## src/rtl/ch_gain_cal_mul_arb.sv

```systemverilog
// ch_gain_cal_mul_arb
// Shares one 3-stage signed x unsigned multiplier (16s x 17u -> 34s) between
// NUM_REQ requesters. A round-robin arbiter issues at most one operand pair per
// cycle. A {valid, tag} pipeline runs alongside the multiplier so that each
// product is returned to the requester that issued it. The multiplier and the
// tag pipeline advance together on a single clock enable. That enable drops
// only while the result at the output is addressed to a consumer that is not
// ready.
// Optional feature: define CH_GAIN_CAL_MUL_ARB_STAT_EN to add per-requester
// saturating 16-bit grant counters on the stat_grant_cnt port.

module ch_gain_cal_mul_mul_16s_17ns_34_4_1 (
    input  logic        clk,
    input  logic        ce,
    input  logic [15:0] din0,
    input  logic [16:0] din1,
    output logic [33:0] dout
);
    logic signed [15:0] r_a;
    logic        [16:0] r_b;
    logic signed [33:0] r_prod;
    logic signed [33:0] r_dout;
    logic signed [33:0] w_a_ext;
    logic signed [33:0] w_b_ext;

    // Sign-extend a and zero-extend b to the full product width. A 34x34 signed
    // multiply truncated to 34 bits is then exact, because |a*b| < 2^33.
    assign w_a_ext = {{18{r_a[15]}}, r_a};
    assign w_b_ext = {17'd0, r_b};

    // Operand capture, multiply, output register. These registers are not
    // reset; the tag pipeline valid bits say which contents are meaningful.
    always_ff @(posedge clk) begin
        if (ce) begin
            r_a    <= din0;
            r_b    <= din1;
            r_prod <= w_a_ext * w_b_ext;
            r_dout <= r_prod;
        end
    end

    assign dout = r_dout;
endmodule

module ch_gain_cal_mul_arb #(
    parameter int NUM_REQ = 2,
    parameter int TAG_W   = 2
) (
    input  logic                   ap_clk,
    input  logic                   ap_rst_n,
    input  logic [NUM_REQ-1:0]     req_valid,
    output logic [NUM_REQ-1:0]     req_ready,
    input  logic [16*NUM_REQ-1:0]  req_a,
    input  logic [17*NUM_REQ-1:0]  req_b,
    output logic [NUM_REQ-1:0]     res_valid,
    input  logic [NUM_REQ-1:0]     res_ready,
    output logic [33:0]            res_data
`ifdef CH_GAIN_CAL_MUL_ARB_STAT_EN
    ,
    output logic [16*NUM_REQ-1:0]  stat_grant_cnt
`endif
);
    // Multiplier latency in clock-enabled cycles; the tag pipeline matches it.
    localparam int DEPTH = 3;

    // Arbitration state.
    logic [TAG_W-1:0]   r_rr_ptr;
    logic [TAG_W-1:0]   w_rr_ptr_next;

    // Tag pipeline: index 0 is filled from the grant; index DEPTH-1 lines up
    // with the multiplier output.
    logic [DEPTH-1:0]   r_vld;
    logic [TAG_W-1:0]   r_tag [DEPTH];

    logic               w_out_vld;
    logic [TAG_W-1:0]   w_out_tag;
    logic [NUM_REQ-1:0] w_tag_hit;
    logic               w_out_ready;
    logic               w_ce;

    // Candidate i is the requester searched at position i, counted from r_rr_ptr.
    logic [TAG_W-1:0]   w_cand_idx [NUM_REQ];
    logic [NUM_REQ-1:0] w_cand_vld;

    logic               w_grant_any;
    logic [TAG_W-1:0]   w_grant_idx;

    logic [15:0]        w_din0;
    logic [16:0]        w_din1;
    logic [33:0]        w_dout;

    assign w_out_vld = r_vld[DEPTH-1];
    assign w_out_tag = r_tag[DEPTH-1];

    // Stall only when a valid result sits at the output and its own consumer
    // is not ready. The other consumers' ready bits never matter.
    assign w_out_ready = |(w_tag_hit & res_ready);
    assign w_ce        = ~(w_out_vld & ~w_out_ready);

    genvar gi;
    generate
        for (gi = 0; gi < NUM_REQ; gi++) begin : g_req
            logic [TAG_W:0] w_sum;

            // Wrap r_rr_ptr + gi into 0..NUM_REQ-1. The sum is below
            // 2*NUM_REQ, so one conditional subtract is enough.
            assign w_sum = {1'b0, r_rr_ptr} + (TAG_W+1)'(gi);
            assign w_cand_idx[gi] = (w_sum >= (TAG_W+1)'(NUM_REQ))
                                  ? TAG_W'(w_sum - (TAG_W+1)'(NUM_REQ))
                                  : w_sum[TAG_W-1:0];
            assign w_cand_vld[gi] = |(req_valid & (NUM_REQ'(1) << w_cand_idx[gi]));

            // Output routing and the grant handshake for requester gi.
            assign w_tag_hit[gi] = (w_out_tag == TAG_W'(gi));
            assign res_valid[gi] = ap_rst_n & w_out_vld & w_tag_hit[gi];
            assign req_ready[gi] = w_grant_any & (w_grant_idx == TAG_W'(gi));
        end
    endgenerate

    // Pick the first valid candidate in round-robin order. No grant is made
    // while stalled or in reset.
    always_comb begin
        w_grant_any = 1'b0;
        w_grant_idx = '0;
        for (int k = NUM_REQ - 1; k >= 0; k--) begin
            if (w_cand_vld[k]) begin
                w_grant_any = 1'b1;
                w_grant_idx = w_cand_idx[k];
            end
        end
        if (!w_ce || !ap_rst_n) begin
            w_grant_any = 1'b0;
            w_grant_idx = '0;
        end
    end

    // After a grant the pointer moves one past the winner; otherwise it holds.
    always_comb begin
        w_rr_ptr_next = r_rr_ptr;
        if (w_grant_any) begin
            if (w_grant_idx == TAG_W'(NUM_REQ - 1)) begin
                w_rr_ptr_next = '0;
            end else begin
                w_rr_ptr_next = w_grant_idx + TAG_W'(1);
            end
        end
    end

    // Steer the granted operands into the multiplier. Bubbles are driven as zero.
    always_comb begin
        w_din0 = '0;
        w_din1 = '0;
        for (int k = 0; k < NUM_REQ; k++) begin
            if (req_ready[k]) begin
                w_din0 = req_a[16*k +: 16];
                w_din1 = req_b[17*k +: 17];
            end
        end
    end

    // Round-robin pointer and tag-pipeline valids. Reset drops everything in flight.
    always_ff @(posedge ap_clk) begin
        if (!ap_rst_n) begin
            r_rr_ptr <= '0;
            r_vld    <= '0;
        end else if (w_ce) begin
            r_rr_ptr <= w_rr_ptr_next;
            r_vld    <= {r_vld[DEPTH-2:0], w_grant_any};
        end
    end

    generate
        for (gi = 0; gi < DEPTH; gi++) begin : g_tag
            // Shift the tag one stage forward whenever the multiplier advances.
            always_ff @(posedge ap_clk) begin
                if (!ap_rst_n) begin
                    r_tag[gi] <= '0;
                end else if (w_ce) begin
                    if (gi == 0) begin
                        r_tag[gi] <= w_grant_idx;
                    end else begin
                        r_tag[gi] <= r_tag[(gi == 0) ? 0 : gi - 1];
                    end
                end
            end
        end
    endgenerate

    ch_gain_cal_mul_mul_16s_17ns_34_4_1 u_mul (
        .clk  (ap_clk),
        .ce   (w_ce),
        .din0 (w_din0),
        .din1 (w_din1),
        .dout (w_dout)
    );

    assign res_data = w_dout;

`ifdef CH_GAIN_CAL_MUL_ARB_STAT_EN
    generate
        for (gi = 0; gi < NUM_REQ; gi++) begin : g_stat
            logic [15:0] r_grant_cnt;

            // Count accepted operands for this requester, saturating at all-ones.
            always_ff @(posedge ap_clk) begin
                if (!ap_rst_n) begin
                    r_grant_cnt <= '0;
                end else if (req_valid[gi] && req_ready[gi] && (r_grant_cnt != 16'hFFFF)) begin
                    r_grant_cnt <= r_grant_cnt + 16'd1;
                end
            end

            assign stat_grant_cnt[16*gi +: 16] = r_grant_cnt;
        end
    endgenerate
`endif

endmodule

```

## config.mk

```make
export PLATFORM = sky130hd
export DESIGN_NAME = ch_gain_cal_mul_arb
export DESIGN_NICKNAME = d
export VERILOG_FILES = /design/src/rtl/ch_gain_cal_mul_arb.sv
export SDC_FILE = /design/constraint.sdc
export NUM_CORES = 1
export LEC_CHECK = 0
export ABC_CLOCK_PERIOD_IN_PS = 7900
export CORE_MARGIN = 3
export CORE_UTILIZATION = 55
export DETAILED_ROUTE_END_ITERATION = 8
export HOLD_SLACK_MARGIN = 0.12
export MAX_ROUTING_LAYER = met4
export PLACE_DENSITY = 0.84
export SYNTH_ARGS = -nofsm -noshare
export SYNTH_HDL_FRONTEND = slang
export SYNTH_SLANG_ARGS = --single-unit
```

## constraint.sdc

```tcl
create_clock -name ap_clk -period 7.9 [get_ports ap_clk]
set_input_delay 1.58 -clock ap_clk [delete_from_list [all_inputs] [get_ports ap_clk]]
set_output_delay 1.58 -clock ap_clk [all_outputs]
set_load 0.02 [all_outputs]
```

==> results.sh <==
export IMPL_crit_path_frequent_cell="fa_1"
export IMPL_clkSinkCount=112
export IMPL_status="finished, final reports clean"
export IMPL_die_h_um=162
export IMPL_route_detailed_drc=0
export IMPL_cts_resized=0
export IMPL_hpwlAfterDp_mm=24.3
export IMPL_diodes=0
export IMPL_yosys_top_cells_area="fa_1 31%, edfxtp_1 24%, ha_1 12%, and2_1 6.7%, inv_1 6.7%"
export IMPL_yosysWarnings=0
export IMPL_synth_xor_area_frac=0.0203
export IMPL_drv_cap=0
export IMPL_finalMaxSlewViolations=0
export IMPL_ios=110
export IMPL_yosys_area_share_adder=0.428
export IMPL_die_w_um=162
export IMPL_async_flop_share=0
export IMPL_critical_path_class="register to register"
export IMPL_max_slew_margin=0.328
export IMPL_synth_commonest_cells="239 x inv_1, 208 x fa_1, 144 x and2_1"
export IMPL_ys_ff_latch=112
export IMPL_avgViaCountPerCell=5.64
export IMPL_ys_flop_type="edfxtp_1"
export IMPL_synth_most_common_cell="inv_1"
export IMPL_skew_ns=0.0128
export IMPL_synth_seq_area_share=0.248
export IMPL_root_buffer="clkbuf_16"
export IMPL_clk_latency_ns=0.37
export IMPL_wl_per_cell_um=18.7
export IMPL_die_area_um2=26200
export IMPL_path_cells="nand2_1, fa_1, fa_1, fa_1, inv_1, fa_1, fa_1, inv_1, fa_1, inv_1, ha_1, nand2_1, o21ai_0, nand3_1, a31oi_1, o21ai_1, xnor2_1"
export IMPL_grt_pass1_vias=10100
export IMPL_clk_path_buf_depth=2
export IMPL_postCtsHoldBufs=0
export IMPL_post_cts_buffers=0
export IMPL_hold_path_class="register to register"
export IMPL_synth_compound_area_frac=0.0796
export IMPL_min_period_ns=6.45
export IMPL_drtIter0Drc=676
export IMPL_fmax_mhz=155
export IMPL_clockPowerShare=0.147
export IMPL_grt_first_pass_wirelength_mm=50.7
export IMPL_place_gp_congestion=0.963
export IMPL_crit_fanout=16
export IMPL_grt_use_total=0.253
export IMPL_path_clk_slew_ns=0.08
export IMPL_p_leak_nw=7.12
export IMPL_cp_end_kind="register"
export IMPL_port_buffers=109
export IMPL_p_per_area_nw_per_um2=202
export IMPL_worst_ep_required_time_ns=8.02
export IMPL_pwr_share_seq=0.338
export IMPL_hold_violations=0
export IMPL_worst_hold_slack_ns=0.423
export IMPL_detail_route_antenna_nets=0
export IMPL_drt_wl_total_mm=31.2
export IMPL_power_internal_mw=1.75
export IMPL_synth_enable_flop_cells=107
export IMPL_drive_above_1_share=0.0229
export IMPL_cts_tree="done"
export IMPL_cp_slowest_stage_delay_ns=0.85
export IMPL_rows=56
export IMPL_synth_top_family_by_area="adder cells"
export IMPL_synth_distinct_cells=61
export IMPL_numCtsBuffers=9
export IMPL_synthCells=1277
export IMPL_cp_start_kind="register"
export IMPL_firstDrtPassIters=5
export IMPL_ir_drop_mv=0.150
export IMPL_synthesis_area_um2=13300
export IMPL_setup_violations=0
export IMPL_critPathTopFamily="adder cells"
export IMPL_fin_crit_sh=0.817
export IMPL_nNetsFinal=1753
export IMPL_pwr_share_comb=0.515
export IMPL_netlist_area_leader_share=0.312
export IMPL_synthMuxAreaShare=0.00150
export IMPL_tns_ns=0
export IMPL_grt_max_degree=83
export IMPL_switching_power_mw=1.27
export IMPL_synth_fp_nets=1681
export IMPL_avgSynthCellArea_um2=10.5
export IMPL_cp_data_arrival_time_ns=6.57
export IMPL_tightestPinTransition_ns=1.01
export IMPL_swShare=0.421
export IMPL_rsz0062_at_grt="no"
export IMPL_core_area_um2=23700
export IMPL_syn2layout_area_growth_pct=12.0
export IMPL_antenna_found_initial=0
export IMPL_vias=9442
export IMPL_htree_levels=3
export IMPL_synth_simple_area_share=0.138
export IMPL_grt_remaining_overflow=0
export IMPL_synth_area_leader_cell="fa_1"
export IMPL_path_buf_inv=3
export IMPL_start_util=0.564
export IMPL_slowest_stage="edfxtp_1"
-- registers in the layout, indices dropped and copies added (netlist names) --
register	flops
r_rr_ptr	2
r_tag	6
r_vld	3
u_mul.dout	34
u_mul.r_a	16
u_mul.r_b	17
u_mul.r_prod	34
-- power by group through the flow --
stage          registers (mW)  logic [mW]  clock network, mW
5_1_grt                  1.04        1.73              0.472
2_1_floorplan            1.03       0.991                  0
4_1_cts                  1.02        1.57              0.451
6_report                 1.02        1.56              0.444
3_5_place_dp             1.03        1.56                  0
3_3_place_gp             1.02        1.51                  0
-- per-layer routing --
metal | global-route usage | vias up | part of all wire
met2 | 0.441 | 386 | 0.51
met3 | 0.0319 | 86 | 0.059
li1 | - | 4216 | -
met4 | 0.0958 | 0 | 0.039
met1 | 0.303 | 4754 | 0.39
met5 | - | - | 0
-- worst paths after layout --
path | slack (ns) | start | end | cells past startpoint
max reg2reg | 1.45 | u_mul.r_b[10]$_DFFE_PN_ | u_mul.r_prod[25]$_DFFE_PN_ | 17
min | 0.42 | u_mul.r_prod[4]$_DFFE_PN_ | u_mul.dout[4]$_DFFE_PN_ | 0
max | 1.45 | u_mul.r_b[10]$_DFFE_PN_ | u_mul.r_prod[25]$_DFFE_PN_ | 17
min reg2reg | 0.42 | u_mul.r_prod[4]$_DFFE_PN_ | u_mul.dout[4]$_DFFE_PN_ | 0
-- placed cells by master (no fill, tap or decap), drive strengths merged, types with 4 or more instances in the layout --
cell type and n:
clkinv 4, nand4 6, clkbuf 9, and3 7, ha 124, nand2b 12, o211ai 4, a21oi 33
edfxtp 107, a31oi 5, buf 4, and2 144, fa 208, a22o 33, a21o 10, nand2 143
clkdlybuf4s50 109, nand3 10, xnor2 22, xor2 9, inv 242, nor2 24, o21ai 25, dfxtp 5
nor3 4, a211oi 5
-- cells by family (layout without fill, tap and decap cells) --
| family | after synthesis | in the layout |
|---|---|---|
| compound gates | 147 | 147 |
| fa+ha+maj | 332 | 332 |
| xor+xnor | 31 | 31 |
| flops | 112 | 112 |
| simple gates | 360 | 360 |
| buf+inv | 292 | 369 |
| other cells | 1 | 1 |
| mux | 2 | 2 |
-- stage by stage --
stage               instance area [um2]   util  setup slack, ns  cells  total power [mW]
finish                            14900  0.631             1.45   1673              3.02
global route                      14900  0.631             1.19   1673              3.24
CTS                               14900  0.631             1.55   1673              3.04
detailed placement                14700  0.619             1.56   1657              2.59
global placement                  14700  0.619             1.65   1657              2.54
floorplan                         13300      -             2.25   1277              2.03
-- final cells by class --
| type | count | area (um2) |
|---|---|---|
| clock buffer | 9 | 225 |
| clock inverter | 7 | 55.1 |
| fill | 1908 | 8740 |
| inverter | 240 | 901 |
| multi-input combinational | 873 | 8930 |
| sequential | 112 | 3310 |
| tap | 319 | 399 |
| timing repair buffer | 113 | 1120 |
Note: power is estimated with default switching activity, not from simulation.
